<file path="src/rtl/unsigned_divider_seq.sv">
//------------------------------------------------------------------------------
// Module  : unsigned_divider_seq
// Brief   : Sequential restoring unsigned divider, one quotient bit per clock.
//           Optional macro UDIV_ZERO_FAST_EN: divide-by-zero bypasses RUN.
// Revision: 1.0 - initial release
//------------------------------------------------------------------------------
`default_nettype none

module unsigned_divider_seq #(
    parameter int N = 4
) (
    input  logic         clk,
    input  logic         rst,
    input  logic         start,
    input  logic [N-1:0] dividend,
    input  logic [N-1:0] divisor,
    output logic         busy,
    output logic         done,
    output logic [N-1:0] quotient,
    output logic [N-1:0] remainder,
    output logic         div_by_zero
);

    localparam int             c_CW   = $clog2(N);
    localparam logic [c_CW-1:0] c_LAST = c_CW'(N - 1);

    localparam logic [1:0] S_IDLE = 2'd0;
    localparam logic [1:0] S_RUN  = 2'd1;
    localparam logic [1:0] S_DONE = 2'd2;

    logic [1:0]      r_state;
    logic [N:0]      r_rem;
    logic [N-1:0]    r_q;
    logic [N-1:0]    r_div;
    logic [c_CW-1:0] r_cnt;

    logic [N:0]      w_t;
    logic            w_ge;
    logic [N:0]      w_rem_nxt;
    logic [N-1:0]    w_q_nxt;

    // One restoring step: shift the next dividend bit into the partial remainder
    assign w_t       = {r_rem[N-1:0], r_q[N-1]};
    assign w_ge      = (w_t >= {1'b0, r_div});
    assign w_rem_nxt = w_ge ? (w_t - {1'b0, r_div}) : w_t;
    assign w_q_nxt   = {r_q[N-2:0], w_ge};

    assign busy = (r_state == S_RUN);
    assign done = (r_state == S_DONE);

    always_ff @(posedge clk) begin
        if (rst) begin
            r_state     <= S_IDLE;
            r_rem       <= '0;
            r_q         <= '0;
            r_div       <= '0;
            r_cnt       <= '0;
            quotient    <= '0;
            remainder   <= '0;
            div_by_zero <= 1'b0;
        end else begin
            case (r_state)
                S_IDLE, S_DONE: begin
                    if (start) begin
                        r_div   <= divisor;
                        r_rem   <= '0;
                        r_q     <= dividend;
                        r_cnt   <= '0;
                        r_state <= S_RUN;
`ifdef UDIV_ZERO_FAST_EN
                        if (divisor == '0) begin
                            r_state     <= S_DONE;
                            quotient    <= '1;
                            remainder   <= dividend;
                            div_by_zero <= 1'b1;
                        end
`endif
                    end else begin
                        r_state <= S_IDLE;
                    end
                end
                S_RUN: begin
                    r_rem <= w_rem_nxt;
                    r_q   <= w_q_nxt;
                    r_cnt <= r_cnt + 1'b1;
                    if (r_cnt == c_LAST) begin
                        r_state     <= S_DONE;
                        quotient    <= w_q_nxt;
                        remainder   <= w_rem_nxt[N-1:0];
                        div_by_zero <= (r_div == '0);
                    end
                end
                default: r_state <= S_IDLE;
            endcase
        end
    end

endmodule

`default_nettype wire

</file>
<file path="config.mk">
export PLATFORM = sky130hd
export DESIGN_NAME = unsigned_divider_seq
export DESIGN_NICKNAME = d
export VERILOG_FILES = /design/src/rtl/unsigned_divider_seq.sv
export SDC_FILE = /design/constraint.sdc
export NUM_CORES = 1
export LEC_CHECK = 0
export CORE_MARGIN = 2
export CORE_UTILIZATION = 30
export DETAILED_ROUTE_END_ITERATION = 10
export PLACE_DENSITY_LB_ADDON = 0.15
export SYNTH_ARGS = -nofsm -noshare
export SYNTH_HDL_FRONTEND = slang
export SYNTH_SLANG_ARGS = --single-unit
</file>
<file path="constraint.sdc">
create_clock -name clk -period 5.3 [get_ports clk]
set_clock_uncertainty 0.05 [all_clocks]
set_input_delay 1.06 -clock clk [delete_from_list [all_inputs] [get_ports clk]]
set_output_delay 1.06 -clock clk [all_outputs]
set_load 0.05 [all_outputs]
</file>
# Yosys cells after proc, flatten, opt, wreduce, memory -nomap -nowiden
# Index checks and enable logic that the tools add are counted.
[word_totals]
n_memories = 0
elab_cells = 33
latchBits = 0
input_bits = 11
output_inout_bits = 11
romBits = 0
ff_bits = 25
mem_bits_rw = 0
[classes]
n_lt_le_gt_ge = 1
n_addsub = 2
div_mod_pow = 0
n_bitwise = 0
n_mul = 0
eq_ne = 5
n_shift = 0
reduce_logical = 7
n_mux = 10
[ops]
columns = ["operator", "count"]
rows = [
  ["one-hot mux 4 bit (2 select lines)", 2],
  ["two-way mux 4 bit", 3],
  ["one-hot mux 2 bit (2 select lines)", 2],
  ["AND reduction 2 bit", 3],
  [">= comparator 5 x 4 -> 1 bit", 1],
  ["== test 2 bit, second input constant", 2],
  ["zero test 4 bit", 1],
  ["two-way mux 2 bit", 2],
  ["subtractor 4 bit", 1],
  ["adder 2 x 1 -> 2 bit, second input constant", 1],
  ["== test 2 x 1 -> 1 bit, second input constant", 1],
  ["zero test 2 bit", 1],
  ["!= test 2 x 1 -> 1 bit, second input constant", 1],
  ["!= test 2 bit, second input constant", 1],
  ["nonzero test 2 bit", 1],
  ["OR reduction 2 bit", 1],
  ["two-way mux 1 bit", 1],
]

# Depth between registers and ports, before layout
# Gate-level depths: netlist of run 1.
[logic_depth]
depth_word = 4
depth_mapped = 8
mapped_depth_nobuf = 7

# Worst setup path after synthesis of run 1
# Ideal clock, no wire load.
[synth_path]
kind = "reg-to-output"
start = "register r_state[1]"
end = "output port done"
path_stages_with_launch = 2
path_buffers = 0
path_slack_ns = 3.181
t_arrival_ns = 1.009
cell_sequence = "dfxtp_1 nor2b_1"
[synth_via]
elab_chain_cells = 1
[synth_rtl]
columns = ["element", "line", "source"]
rows = [
  ["start: declaration", "31", "logic [1:0] r_state;"],
  ["start signal: assignment", "53", "r_state <= S_IDLE;"],
  ["start signal: assignment", "69", "r_state <= S_RUN;"],
  ["start signal: assignment", "79", "r_state <= S_IDLE;"],
  ["== test 2 bit", "49", "assign done = (r_state == S_DONE);"],
  ["end: declaration", "18", "output logic done,"],
]
# Every way passes these cells.

# Worst setup path in the final report of run 1
[layout_path]
start = "register r_state[1]"
end = "output port busy"
[layout_via]
elab_chain_cells = 1
[layout_rtl]
columns = ["element", "line", "source"]
rows = [
  ["== test 2 x 1 -> 1 bit", "48", "assign busy = (r_state == S_RUN);"],
  ["end: declaration", "17", "output logic busy,"],
]
# Every way passes these cells.

==> flow_summary.toml, run 1 <==
[floorplanning]
die_w_um = 66.3
die_h_um = 66.3
core_area_um2 = 3690
initial_core_util = 0.316
ios = 22
num_rows = 22
die_area_um2 = 4400

[min_path]
min_from = "quotient[3]$_SDFFE_PP0P_"
min_path_type = "reg -> reg"
min_path_cells = 2

[logic_synthesis]
seq_area_frac_synth = 0.430
synth_top_area_cell = "dfxtp_1"
syn-num-nets = 157
synth-compound-area-share = 0.176
syn_inst = 140
synth_xor_area_frac = 0.00752
syn_avg_cell_area_um2 = 8.32
synth.distinct_cells = 32
synth_top_family_by_area = "simple AND/OR/NAND/NOR gates"
netlist_area_um2 = 1160
synth.area.mux_share = 0.0344
yosys_warnings = 0
synth-adder-area-share = 0.0709
netlist_top_cells_area = "dfxtp_1 (43%), nor2_1 (8.1%), nand2_1 (5.8%), ha_1 (5.4%), a21oi_1 (5.2%)"
synth-simple-area-share = 0.221
ys_ff_latch = 25
synth_top_area_share = 0.430

[setup_path]
worstPathArrival_ns = 2.12
critPathLaunch = "r_state[1]$_SDFFE_PP0P_"
crit_slowest_cell = "clkdlybuf4s50_1"
critPathRequiredTime_ns = 4.19
end_kind = "primary output"
crit_family = "buffers and inverters"
crit_type = "reg -> out"
critPathBufInv = 2
cp-start-kind = "register"
r2r-start = "r_state[1]$_SDFFE_PP0P_"
cp.depth = 3
reg2regPathDepth = 5
cp_max_fo = 12
cp_slowest_stage_delay_ns = 0.78
crit_chain = "nand2b_1, clkinv_1, clkdlybuf4s50_1"

[final_layout]
syn_to_final_growth_pct = 24.0
finalNonFillerCells = 205
final_nets = 175
drive_gt1_frac = 0.0446
layout_common_cells = "nor2_1 (25), dfxtp_1 (25), clkdlybuf4s50_1 (21), nand2_1 (18), a21oi_1 (12)"
n_antenna_cell = 0
n_fill_cell = 403

[clock_tree]
clk_pin_slew_worst_paths_ns = 0.10
post_cts_resized = 0
numCtsBuffers = 3
htree_levels = 1
cts_tree = "built"
cts_sinks = 25
root_buffer = "clkbuf_8"
post_cts_buffers = 0
insertion_delay_ns = 0.28
cts_hold_buffers = 0
cts_buffer_depth = 2

[routing]
drc = 0
first_iter_violations = 29
drt_wl_total_um = 2530
wl_per_cell_um = 12.4
vias_per_cell = 4.81
first_pass_iters = 4
vias = 986
ant_nets = 0

[power_and_ir_drop]
vdd_drop_max_mv = 0.0813
p_per_area_nw_per_um2 = 292
cellLeakagePower_nw = 0.551

[timing]
post-route-min-period_ns = 3.23
drv_slew = 0
slew_headroom = 0.296
tightest_slew_ns = 1.05
fmax_ghz = 0.310
period_share = 0.609
setup_violations = 0
finalSetupTns_ns = 0
hold_violations = 0
hold_ws_ns = 0.414
setup_slack_ns = 2.07
rsz0062_at_grt = "no"

[place]
post-dp-hpwl_um = 1820
gp_congestion = 0.747
io_buffers = 21
dp_slack_ns = 2.27
place_inst = 201

[status]
outcome = "complete, no violations"

[global_route]
track_usage = 0.128
grt-ovfl-total = 0
grt_util_met3 = 0.0290
grt_pass1_vias = 875
use_met1 = 0.171
top_usage_layer = "met2"
grt_use_met2 = 0.194
grt_first_pass_wirelength_um = 4200
grt_max_degree = 28
antenna_found_initial = 0

[run]
maxCapViolations = 0
-- power breakdown --
group	internal (mW)	switching, mW
sequential	0.198	0.00778
combinational	0.0414	0.0559
clock	0.0535	0.0661
-- state kept, by name (all words and copies together) (netlist names) --
signal and cells:
quotient 4, remainder 4, r_state 2, r_rem 4, r_q 4, div_by_zero 1
r_cnt 2, r_div 4
-- metrics by stage --
step | power [mW] | instance area [um2] | util
floorplan | 0.288 | 1160 | -
global placement | 0.307 | 1400 | 0.378
detailed placement | 0.308 | 1400 | 0.378
CTS | 0.430 | 1440 | 0.391
global route | 0.450 | 1440 | 0.391
finish | 0.422 | 1440 | 0.391
-- logic make-up after synthesis --
family | count (synthesis)
and+or+nand+nor | 57
AOI/OAI and AO/OA | 31
DFF | 25
buffers and inverters | 16
adders and majority gates | 6
muxes | 4
xor gates and xnor gates | 1
-- cell type report --
class / instances / area [um2] / area share
Clock inverter: 1 / 7.51 / 0.00520
Inverter: 8 / 30.0 / 0.0208
Timing Repair Buffer: 21 / 210 / 0.146
Multi-Input combinational cell: 99 / 594 / 0.412
Tap cell: 48 / 60.1 / 0.0416
Sequential cell: 25 / 500 / 0.347
Clock buffer: 3 / 41.3 / 0.0286
-- path summary, 6_finish.rpt --
kind | to | slack (ns)
hold / removal | quotient[3]$_SDFFE_PP0P_ | 0.41
setup reg to reg | remainder[0]$_SDFFE_PP0P_ | 3.40
hold reg to reg | quotient[3]$_SDFFE_PP0P_ | 0.41
setup / recovery | busy | 2.07
-- cell usage after synthesis --
library cell / count
clkbuf_1: 5
a211oi_1: 7
nand2_1: 18
a32o_1: 1
clkinv_1: 1
buf_2: 2
nor2b_1: 3
mux2i_1: 4
nor3b_1: 1
and2_1: 1
a221oi_1: 1
nor3_1: 2
nor4_2: 1
inv_1: 7
nand3_1: 1
a22oi_1: 2
ha_1: 5
dfxtp_1: 25
nand2b_1: 1
nor4_1: 1
buf_6: 1
a2111o_1: 1
o31ai_1: 2
nor2_1: 25
xnor2_1: 1
nand3b_1: 2
o21ai_1: 3
and2_4: 1
fa_1: 1
a21oi_1: 12
a211o_1: 1
a31o_2: 1
-- tightest hold or removal path, stage by stage, from the launching register on --
cell and delay (ns):
dfxtp_1 0.32, nand2_1 0.05, a21oi_1 0.05
-- per-layer routing --
layer	routed length (um)	share of wire	vias up
met1	1220	0.48	449
met2	1160	0.46	19
met4	51	0.020	0
li1	-	-	513
met3	95	0.038	5
met5	0	0	-
(Power assumes the default switching activity.)
==> run 2, diff against run 1 <==
==> constraint.sdc (replaced) <==
create_clock -name clk -period 3.2 [get_ports clk]
set_clock_uncertainty 0.05 [all_clocks]
set_input_delay 0.64 -clock clk [delete_from_list [all_inputs] [get_ports clk]]
set_output_delay 0.64 -clock clk [all_outputs]
set_load 0.05 [all_outputs]
==> run 2 against run 1 <==
Net effect:
- critical path depth unchanged
- final cell count is 0.98% higher
- worst setup slack got worse by 1.6 ns
- clock power is 54% higher
- count of clock-buffer cells in the layout unchanged
- highest routed layer unchanged
==> flow_summary.toml, run 2 (same netlist as run 1, synthesis figures left out) <==
[status]
outcome = "complete, no violations"

[floorplanning]
die_w_um = 66.3
initial_core_util = 0.316
num_rows = 22
ios = 22
die_h_um = 66.3
core_area_um2 = 3690
die_area_um2 = 4400

[setup_path]
cp_slowest_stage_delay_ns = 0.78
r2r_end = "remainder[0]$_SDFFE_PP0P_"
r2r-start = "r_state[1]$_SDFFE_PP0P_"
crit_path_end = "busy"
worstPathArrival_ns = 2.06
critPathLaunch = "r_state[1]$_SDFFE_PP0P_"
cp_max_fo = 12
crit_slowest_cell = "clkdlybuf4s50_1"
reg2regPathDepth = 5
crit_family = "buffers and inverters"
rrSetupSlack_ns = 1.33
critPathBufInv = 2
cp-start-kind = "register"
critPathRequiredTime_ns = 2.51
cp.depth = 3
crit_type = "reg -> out"
end_kind = "primary output"
crit_chain = "nand2b_1, clkinv_1, clkdlybuf4s50_1"

[clock_tree]
clk_pin_slew_worst_paths_ns = 0.08
post_cts_resized = 0
cts_tree = "built"
cts_sinks = 25
numCtsBuffers = 3
insertion_delay_ns = 0.27
htree_levels = 1
cts_buffer_depth = 2
post_cts_buffers = 0
root_buffer = "clkbuf_8"
cts_hold_buffers = 0

[global_route]
track_usage = 0.130
grt_first_pass_wirelength_um = 4260
grt-ovfl-total = 0
grt_max_degree = 16
antenna_found_initial = 0
grt_pass1_vias = 933

[final_layout]
drive_gt1_frac = 0.0566
layout_common_cells = "nor2_1 (25), dfxtp_1 (25), clkdlybuf4s50_1 (21), nand2_1 (18), a21oi_1 (12)"
syn_to_final_growth_pct = 25.0
regArea_um2 = 500
final_nets = 177
multi_input_area_um2 = 594
n_antenna_cell = 0
n_fill_cell = 409

[timing]
fmax_ghz = 0.364
rsz0062_at_grt = "no"
slew_headroom = 0.626
drv_slew = 0
period_share = 0.858
hold_violations = 0
tightest_slew_ns = 0.560
setup_violations = 0
hold_ws_ns = 0.413
post-route-min-period_ns = 2.75
finalSetupTns_ns = 0

[routing]
vias = 971
first_pass_iters = 4
drt_wl_total_um = 2510
drc = 0
wl_per_cell_um = 12.1
ant_nets = 0
first_iter_violations = 36
vias_per_cell = 4.69

[power_and_ir_drop]
p_per_area_nw_per_um2 = 473
vdd_drop_max_mv = 0.292
cellLeakagePower_nw = 0.565

[place]
io_buffers = 21
post-dp-hpwl_um = 1910
gp_congestion = 0.726

[min_path]
min_path_type = "reg -> reg"

[run]
maxCapViolations = 0
==> run 2: cell count changes in the layout (fill, tap and decap cells not counted) <==
cell,change
clkinv_2,+1
clkinvlp_4,-1
buf_4,+2
==> run 2: stage by stage <==
stage               total power, mW  setup WS [ns]  cell area (um2)  utilization  cells
floorplan                     0.477           1.50             1160            -    140
global placement              0.510          0.797             1410        0.382    203
detailed placement            0.512          0.735             1410        0.382    203
CTS                           0.703          0.411             1460        0.395    207
global route                  0.739          0.275             1460        0.395    207
finish                        0.689          0.453             1460        0.395    207
==> run 2: cell type report <==
cell class	count	area share
clock buffers	3	0.0284
clock inverters	1	0.00344
inverters	8	0.0206
multi-input cells	99	0.408
flip-flops and latches	25	0.344
well taps	48	0.0412
repair buffers	23	0.155
==> run 2: how the worst min path moves through the flow <==
stage                                   from                        to  slack [ns]  cells past startpoint
finish              div_by_zero$_SDFFE_PP0P_  div_by_zero$_SDFFE_PP0P_        0.41                      2
detailed placement  div_by_zero$_SDFFE_PP0P_  div_by_zero$_SDFFE_PP0P_        0.40                      2
global placement    quotient[1]$_SDFFE_PP0P_  quotient[1]$_SDFFE_PP0P_        0.40                      2
CTS                 div_by_zero$_SDFFE_PP0P_  div_by_zero$_SDFFE_PP0P_        0.42                      2
global route        div_by_zero$_SDFFE_PP0P_  div_by_zero$_SDFFE_PP0P_        0.44                      2
floorplan              r_rem[2]$_SDFFE_PP0P_     r_rem[2]$_SDFFE_PP0P_        0.39                      2
==> run 2: routing by layer <==
metal / wire length, um / GRT usage / vias up
met3: 68 / 0.0358 / 4
met2: 1130 / 0.211 / 14
met4: 37 / 0.0459 / 0
met1: 1270 / 0.164 / 434
li1: - / - / 519
met5: 0 / 0 / -
==> run 2: where the power goes <==
part	internal [mW]	switching (mW)
Clock	0.0870	0.0982
Combinational	0.0703	0.0932
Sequential	0.327	0.0131
Total	0.484	0.204
==> run 2: worst reg2reg max path: cells and delay by family (launching register included) <==
| kind | cells | cell delay [ns] |
|---|---|---|
| AO/OA/AOI/OAI | 1 | 0.13 |
| buffers and inverters | 1 | 0.31 |
| AND/OR/NAND/NOR | 3 | 1.02 |
| flip-flops | 1 | 0.32 |
==> run 3, diff against run 2 <==
==> constraint.sdc (replaced) <==
create_clock -name clk -period 3.25 [get_ports clk]
set_clock_uncertainty 0.05 [all_clocks]
set_input_delay 0.65 -clock clk [delete_from_list [all_inputs] [get_ports clk]]
set_output_delay 0.65 -clock clk [all_outputs]
set_load 0.05 [all_outputs]
==> results of run 3 <==
Same layout as run 2 (identical final DEF). Status: complete, no violations.
Main changes from that run: setup slack after placement 0.735 ns -> 0.775 ns; setup slack after layout 0.453 ns -> 0.493 ns; register-to-register setup slack 1.33 ns -> 1.38 ns; total power 0.689 mW -> 0.678 mW; worst IR drop on VDD 0.292 mV -> 0.288 mV
